==> src/rtl/pipe_pkg.sv <==
// Shared pipeline-control types: controller FSM states, EX/MEM memory-control bit positions
// and the hard-wired zero register specifier.
package pipe_pkg;

    typedef enum logic [1:0] {
        RUN   = 2'd0,
        WAIT  = 2'd1,
        ERROR = 2'd2
    } ctrl_state_t;

    localparam int M_READ_BIT  = 1;
    localparam int M_WRITE_BIT = 0;
    localparam int REG_ZERO    = 0;

endpackage

==> src/rtl/hazard_detect.sv <==
// Load-use hazard compare between the load in ID/EX and the sources of the instruction in IF/ID.
// Purely combinational, zero latency; no flow control of its own.
module hazard_detect
    import pipe_pkg::*;
#(
    parameter int REG_W = 5
) (
    input  logic             i_idex_memread,
    input  logic [REG_W-1:0] i_idex_rt,
    input  logic [REG_W-1:0] i_ifid_rs,
    input  logic [REG_W-1:0] i_ifid_rt,
    output logic             o_lu_stall
);

    logic w_rt_nonzero;
    logic w_src_match;

    // $zero is never a real dependency, so a load into it never stalls
    assign w_rt_nonzero = (i_idex_rt != REG_W'(REG_ZERO));
    assign w_src_match  = (i_idex_rt == i_ifid_rs) || (i_idex_rt == i_ifid_rt);
    assign o_lu_stall   = i_idex_memread && w_rt_nonzero && w_src_match;

endmodule

==> src/rtl/pipeline_ctrl.sv <==
// Stall/flush controller for the 5-stage pipeline: memory-wait FSM, hazard priority mux, stall counter.
// Controls are combinational in the same cycle; a memory stall outranks branch squash, which outranks load-use.
module pipeline_ctrl
    import pipe_pkg::*;
#(
    parameter int TIMEOUT = 64,
    parameter int CNT_W   = 16,
    parameter int REG_W   = 5
) (
    input  logic             clock,
    input  logic             reset,
    input  logic             idex_memread,
    input  logic [REG_W-1:0] idex_rt,
    input  logic [REG_W-1:0] ifid_rs,
    input  logic [REG_W-1:0] ifid_rt,
    input  logic             branch_taken,
    input  logic [1:0]       exmem_m,
    input  logic             mem_ready,
    output logic             mem_req,
    output logic             pc_write,
    output logic             ifid_write,
    output logic             ifid_flush,
    output logic             idex_bubble,
    output logic             exmem_hold,
    output logic             memwb_bubble,
    output logic             mem_error,
    output logic [CNT_W-1:0] stall_count
);

    localparam int                 WCNT_W    = $clog2(TIMEOUT) + 1;
    localparam logic [WCNT_W-1:0]  WAIT_LAST = WCNT_W'(TIMEOUT - 1);

    ctrl_state_t       r_state;
    ctrl_state_t       w_state_nxt;
    logic [WCNT_W-1:0] r_wait_cnt;
    logic [WCNT_W-1:0] w_cnt_nxt;
    logic              r_mem_error;
    logic [CNT_W-1:0]  r_stall_count;

    logic w_mem_op;
    logic w_mem_req;
    logic w_mem_stall;
    logic w_err_set;
    logic w_lu_stall;

    hazard_detect #(.REG_W(REG_W)) u_hazard_detect (
        .i_idex_memread (idex_memread),
        .i_idex_rt      (idex_rt),
        .i_ifid_rs      (ifid_rs),
        .i_ifid_rt      (ifid_rt),
        .o_lu_stall     (w_lu_stall)
    );

    assign w_mem_op = exmem_m[M_READ_BIT] | exmem_m[M_WRITE_BIT];

    always_ff @(posedge clock or posedge reset) begin
        if (reset) begin
            r_state    <= RUN;
            r_wait_cnt <= '0;
        end else begin
            r_state    <= w_state_nxt;
            r_wait_cnt <= w_cnt_nxt;
        end
    end

    // exmem_m is only looked at in RUN: while waiting EX/MEM is held and cannot change
    always_comb begin
        w_state_nxt = r_state;
        w_cnt_nxt   = r_wait_cnt;
        w_err_set   = 1'b0;
        w_mem_req   = 1'b0;
        w_mem_stall = 1'b0;
        case (r_state)
            RUN: begin
                w_mem_req = w_mem_op;
                if (w_mem_op && !mem_ready) begin
                    w_mem_stall = 1'b1;
                    w_state_nxt = WAIT;
                    w_cnt_nxt   = WCNT_W'(1);
                end
            end
            WAIT: begin
                w_mem_req = 1'b1;
                if (mem_ready) begin
                    w_state_nxt = RUN;
                    w_cnt_nxt   = '0;
                end else begin
                    w_mem_stall = 1'b1;
                    if (r_wait_cnt == WAIT_LAST) begin
                        w_state_nxt = ERROR;
                        w_err_set   = 1'b1;
                    end else begin
                        w_cnt_nxt = r_wait_cnt + WCNT_W'(1);
                    end
                end
            end
            ERROR: begin
                w_mem_stall = 1'b1;
            end
            default: begin
                w_state_nxt = RUN;
            end
        endcase
    end

    always_comb begin
        mem_req      = 1'b0;
        pc_write     = 1'b0;
        ifid_write   = 1'b0;
        ifid_flush   = 1'b0;
        idex_bubble  = 1'b0;
        exmem_hold   = 1'b0;
        memwb_bubble = 1'b0;
        if (!reset) begin
            mem_req = w_mem_req;
            if (w_mem_stall) begin
                exmem_hold   = 1'b1;
                memwb_bubble = 1'b1;
            end else if (branch_taken) begin
                pc_write    = 1'b1;
                ifid_write  = 1'b1;
                ifid_flush  = 1'b1;
                idex_bubble = 1'b1;
            end else if (w_lu_stall) begin
                idex_bubble = 1'b1;
            end else begin
                pc_write   = 1'b1;
                ifid_write = 1'b1;
            end
        end
    end

    always_ff @(posedge clock or posedge reset) begin
        if (reset) begin
            r_mem_error   <= 1'b0;
            r_stall_count <= '0;
        end else begin
            if (w_err_set) begin
                r_mem_error <= 1'b1;
            end
            if (!pc_write && (r_stall_count != {CNT_W{1'b1}})) begin
                r_stall_count <= r_stall_count + CNT_W'(1);
            end
        end
    end

    assign mem_error   = r_mem_error;
    assign stall_count = r_stall_count;

endmodule

==> config.mk <==
export PLATFORM = sky130hd
export DESIGN_NAME = pipeline_ctrl
export DESIGN_NICKNAME = d
export VERILOG_FILES = /design/src/rtl/pipe_pkg.sv /design/src/rtl/hazard_detect.sv /design/src/rtl/pipeline_ctrl.sv
export SDC_FILE = /design/constraint.sdc
export NUM_CORES = 1
export LEC_CHECK = 0
export BUFFER_PORTS_ARGS = -buffer_cell sky130_fd_sc_hd__buf_2
export CAP_MARGIN = 20
export CORE_MARGIN = 2
export CORE_UTILIZATION = 35
export DETAILED_ROUTE_END_ITERATION = 7
export HOLD_SLACK_MARGIN = 0.05
export SLEW_MARGIN = 20
export SYNTH_ARGS = -nofsm -noshare
export SYNTH_HDL_FRONTEND = slang
export SYNTH_SLANG_ARGS = --single-unit
==> constraint.sdc <==
create_clock -name clock -period 3.9 [get_ports clock]
set_input_delay 0.585 -clock clock [delete_from_list [all_inputs] [get_ports clock]]
set_output_delay 0.585 -clock clock [all_outputs]
set_load 0.1 [all_outputs]
---- Yosys cells after proc, flatten, opt, wreduce, memory -nomap -nowiden ----
Cells that the tools add are included.
cells by class
  add/sub/neg operators ................... 2
  eq/ne operators ......................... 9
  bitwise operators ....................... 2
  multiplexer cells ....................... 29
  reduce and logical (&&, ||, !) cells .... 12
operators with widths
  cell                                                                    count
  7-bit 2-to-1 mux                                                        3
  1-bit 2-to-1 mux                                                        19
  16-bit by 1-bit adder with 16-bit output (second input constant)        1
  16-bit != test (second input constant)                                  1
  7-bit case mux with 2 select lines                                      1
  5-bit equality test                                                     2
  7-bit by 1-bit adder with 7-bit output (second input constant)          1
  7-bit by 6-bit equality test with 1-bit output (second input constant)  1
  2-bit 2-to-1 mux                                                        3
  3-bit != test (second input constant)                                   2
  2-bit case mux with 3 select lines                                      1
  3-bit AND reduction                                                     2
  5-bit nonzero test                                                      1
  1-bit logical AND                                                       4
  1-bit case mux with 3 select lines                                      1
  2-bit by 1-bit equality test with 1-bit output (second input constant)  1
  2-bit equality test (second input constant)                             1
  1-bit logical NOT                                                       2
  2-bit logical NOT                                                       1
  2-bit != test (second input constant)                                   1
  1-bit case mux with 2 select lines                                      1
  2-bit nonzero test                                                      1
  1-bit logical OR                                                        1
  1-bit inverter                                                          1
  1-bit OR                                                                1
word-level totals
  register bits after elaboration ......... 26
  logic and storage cells ................. 58
  output and inout bits ................... 24

---- Logic depth before layout (Yosys ltp) ----
  word-level depth ........................ 9
  gate-level depth with buffers ........... 8

---- Modules after synthesis ----
From an unflattened synthesis, not the netlist that was laid out.
second synthesis, totals
  cells, all modules ...................... 151
  area, all modules ....................... 1483.9 um2
modules (own cells, without submodules)
  module         cells an instance  area each (um2)  sequential area each (um2)  times used
  pipeline_ctrl  134                1358.8           650.6                       1
  hazard_detect  17                 125.1            0.0                         1

---- Worst setup path after synthesis ----
No wires, ideal clock.
  path kind ............................... input to output
  start point ............................. input exmem_m[0]
  end point ............................... output mem_req
  arrival ................................. 2905 ps
  cell stages on the path ................. 2
  slack ................................... 410 ps
  cell sequence ........................... or3_4 -> nor3b_1
on the way
  longest elaborated chain between the ends .. 3
RTL lines
  item                                line                  source
  from (decl)                         pipeline_ctrl.sv:17   input logic [1:0] exmem_m,
  1-bit OR                            pipeline_ctrl.sv:54   assign w_mem_op = exmem_m[M_READ_BIT] | exmem_m[M_WRITE_BIT];
  1-bit case mux with 2 select lines  pipeline_ctrl.sv:73   case (r_state)
  1-bit 2-to-1 mux                    pipeline_ctrl.sv:114  if (!reset) begin
  to (decl)                           pipeline_ctrl.sv:19   output logic mem_req,
Every way passes these cells.

---- Final worst setup path ----
  start point ............................. register r_state[0]
  end point ............................... output pc_write
on the way
  longest elaborated chain between the ends .. 4
  elaborated cells on any way between the ends .. 6
  classes of those cells .................. eq/ne: 2; mux: 3; reduce/logical: 1
RTL lines
  item                                         line                  source
  from (decl)                                  pipeline_ctrl.sv:33   ctrl_state_t r_state;
  from (signal assigned)                       pipeline_ctrl.sv:61   r_state <= w_state_nxt;
  2-bit equality test (tied with other cells)  pipeline_ctrl.sv:73
  1-bit case mux with 3 select lines *         pipeline_ctrl.sv:73
  1-bit 2-to-1 mux *                           pipeline_ctrl.sv:116  if (w_mem_stall) begin
  1-bit 2-to-1 mux *                           pipeline_ctrl.sv:114
  to (decl)                                    pipeline_ctrl.sv:20   output logic pc_write,
Mark *: on every way between the ends. The rest lies on a longest branch, timed or not.

==> key figures <==
Status
  • Outcome: completed

Min path
  • HP Class: in2async

Placement
  • GPL Wtd Cong: 0.7299
  • Final HPWL from detailed placement: 2.389 mm
  • Placed Area: 0.001769 mm2
  • Port Buffers: 45

Clocking
  • CTS tree: built
  • Clock Path Buffers: 2
  • CTS Hold Bufs: 0
  • Num CTS Buffers: 3
  • Worst-path clk slew: 0.09 ns
  • Clock Tree Root: clkbuf_8
  • CTS sink cnt: 26
  • Post-cts resize count: 0
  • Setup Buffers After CTS: 0
  • Clk Latency, worst-skew pair: 0.26 ns
  • Htree depth: 1

Pwr
  • P_int: 496.8 uW
  • Gate power share: 0.509
  • Flop pwr share: 0.354
  • Psw: 575.8 uW
  • Cell Pwr Density: 592.4 mW/mm2
  • Lkg Pwr: 0.0008389 uW
  • Design Power: 1073 uW
  • Clock Power Share: 0.137
  • Switching Fraction: 0.5368
  • Maximum vdd ir drop: 291.0 uV

Timing
  • Final number of hold-violating endpoints: 0
  • Worst Tran Pin Value: 0.8898 ns
  • Setup-failing EPs final: 0
  • Slew Limit Fails: 0
  • Fin crit period: 2.982 ns
  • Setup TNS: 0 ns
  • Final period utilization: 0.7645
  • Slew headroom: 0.4031
  • RSZ-0062 raised after global routing: no
  • Fmax: 0.3354 GHz
  • WHS: 0.4500 ns
  • Layout Skew: 0.002789 ns

Finish
  • ANT cells: 0
  • Layout cells sized above 1: 0.2850
  • Fin nets: 226
  • Layout area overhead: 20.68%
  • Final Cell Area: 0.001810 mm2
  • Multi-input combinational cell area: 815.8 um2
  • # fillers: 409
  • FF+latch area: 650.6 um2

Global routing
  • First-pass GRT wire length: 5.354 mm
  • Pin count of the biggest net entering global routing: 27
  • GRT met2 Usage: 0.2158
  • Total congestion overflow: 0
  • Vias in the first global route: 1169
  • Most Crowded Layer GR: met2
  • M3 GR Usage: 0.03488
  • Gr usage total: 0.1337
  • Initial antenna violation count: 0
  • GRT met1 Usage: 0.1797

Worst setup path
  • Worst-path cell chain: or3_4 > a211oi_4 > nand2_1 > nand2_1 > buf_2
  • CP max-delay cell: dfrtp_1
  • CP Depth: 5
  • Cell mode on critical path: nand2_1
  • Crit path kind: reg2out
  • Reg2Reg Setup Slack: 1.77 ns
  • Critical path data required time: 3.31 ns
  • R2R cell count: 5
  • R2r endpoint: stall_count[1]$_DFFE_PP0P_
  • Crit path launch type: register
  • Critical path origin: r_state[0]$_DFFE_PP0P_
  • Worst EP arrival: 2.40 ns
  • CP top delay family: simple AND/OR/NAND/NOR gates
  • CP peak stage delay: 0.46 ns
  • Buffers & Inverters on Critical Path: 1
  • Setup crit end: pc_write
  • CP Max Fanout: 8
  • FF-to-FF Start: r_state[0]$_DFFE_PP0P_
  • Worst setup EP type: primary output

Detailed routing
  • WL per Instance: 12.30 um
  • Post-route ant nets: 0
  • Vias after detailed routing: 1224
  • First-pass DRT Iterations: 4
  • Total Wirelength: 3.074 mm
  • Vias/cell: 4.896
  • # DRC: 0
  • Initial DRC Count: 54

Synthesis
  • Area share of the largest cell type after synthesis: 0.4337
  • Most frequent cells after synthesis: 26 x dfrtp_1, 18 x nand2_1, 16 x nor2_1
  • Seq/Total Area, Yosys: 0.4337
  • Mapped Cells: 155
  • Async set-reset flop share out of synthesis: 1.000
  • Post-synth EDFFs: 0
  • Avg Cell Area, Syn: 9.679 um2
  • Post-Syn Nets: 179
  • Mapped Area: 0.001500 mm2
  • Top-count cell post-synth: dfrtp_1
  • Distinct cells, synth: 39
  • #FFs+latches synth: 26
  • Ys flop type: dfrtp_1
  • Warnings, synthesis: 0
  • Top cells by area, synth: dfrtp_1 43%, xor2_1 8.2%, xnor2_1 6.4%, nand2_1 4.5%, nor2_1 4.0%
  • Cell taking the most area after synthesis: dfrtp_1

Flow run
  • Max_cap viols: 0

Floorplan
  • Die ar.: 0.004826 mm2
  • Die Y: 69.47 um
  • Starting Density: 0.3697
  • I/O pins: 46
  • Row cnt: 23
  • Die width: 69.47 um
  • Placeable Area: 0.004058 mm2
==> logic make-up (layout without fill, tap and decap cells) <==
family                   count (synthesis)  in the layout  share of synthesized area
XOR/XNOR                                25             25                     0.1460
AO/OA/AOI/OAI                           23             23                     0.1226
flip-flops                              26             26                     0.4337
multiplexers                             2              2                    0.01668
buffers and inverters                    7             52                    0.02251
adder cells (fa/ha/maj)                  2              2                    0.01668
AND/OR/NAND/NOR                         70             70                     0.2419
==> registers in the layout, indices dropped and copies added, names as in the netlist <==
signal       count
r_wait_cnt       7
r_state          2
stall_count     16
mem_error        1
==> metal layers <==
metal  wire length, um  vias to the layer above
met2              1418                       32
li1                  -                      639
met1              1467                      551
met5                 0                        -
met3               169                        2
met4                19                        0
==> worst min path at each step <==
stage / start / depth (start not counted) / to / slack, ns
finish: reset / 2 / stall_count[0]$_DFFE_PP0P_ / 0.45
global route: reset / 2 / r_state[1]$_DFFE_PP0P_ / 0.51
CTS: mem_error$_DFFE_PP0P_ / 1 / mem_error$_DFFE_PP0P_ / 0.48
detailed placement: mem_error$_DFFE_PP0P_ / 1 / mem_error$_DFFE_PP0P_ / 0.46
global placement: mem_error$_DFFE_PP0P_ / 1 / mem_error$_DFFE_PP0P_ / 0.45
floorplan: r_wait_cnt[3]$_DFFE_PP0P_ / 1 / r_wait_cnt[3]$_DFFE_PP0P_ / 0.49
==> stage by stage <==
step	std cells	worst slack (ns)	util
6_report	250	0.9185	0.4462
3_3_place_gp	247	1.066	0.4360
3_5_place_dp	247	1.018	0.4360
2_1_floorplan	155	0.4097	-
5_1_grt	250	0.7772	0.4462
4_1_cts	250	0.9037	0.4462
==> worst register-to-register path, stage by stage, from the launching register on <==
cell	delay [ns]
dfrtp_1	0.46
or3_4	0.45
a211oi_4	0.44
o21a_4	0.25
a211oi_4	0.09
mux2_4	0.33
==> cells in the final DEF, fill, tap and decap left out, drive strengths merged, types with 2 or more instances in the layout <==
master and n:
a211oi 4, a21oi 4, a31oi 3, and2 2
and3 2, and4 4, buf 45, clkbuf 3
dfrtp 26, ha 2, inv 3, nand2 18
nand2b 2, nand3 10, nand4 5, nor2 16
nor3 3, o21a 3, o21ai 4, xnor2 11
xor2 14
==> power groups by stage <==
| stage | combinational (uW) | clock, uW | sequential (uW) |
|---|---|---|---|
| 6_report | 546 | 147 | 380 |
| 5_1_grt | 576 | 168 | 390 |
| 4_1_cts | 549 | 155 | 379 |
| 3_5_place_dp | 550 | 0 | 382 |
| 3_3_place_gp | 547 | 0 | 383 |
| 2_1_floorplan | 168 | 0 | 667 |
==> area by class of cell <==
class | count | area share
Multi-Input combinational cell | 122 | 0.4506
Sequential cell | 26 | 0.3594
Timing Repair Buffer | 45 | 0.1244
Clock buffer | 3 | 0.02281
Tap cell | 50 | 0.03455
Inverter | 4 | 0.008293
Note: power is estimated with default switching activity, not from simulation.
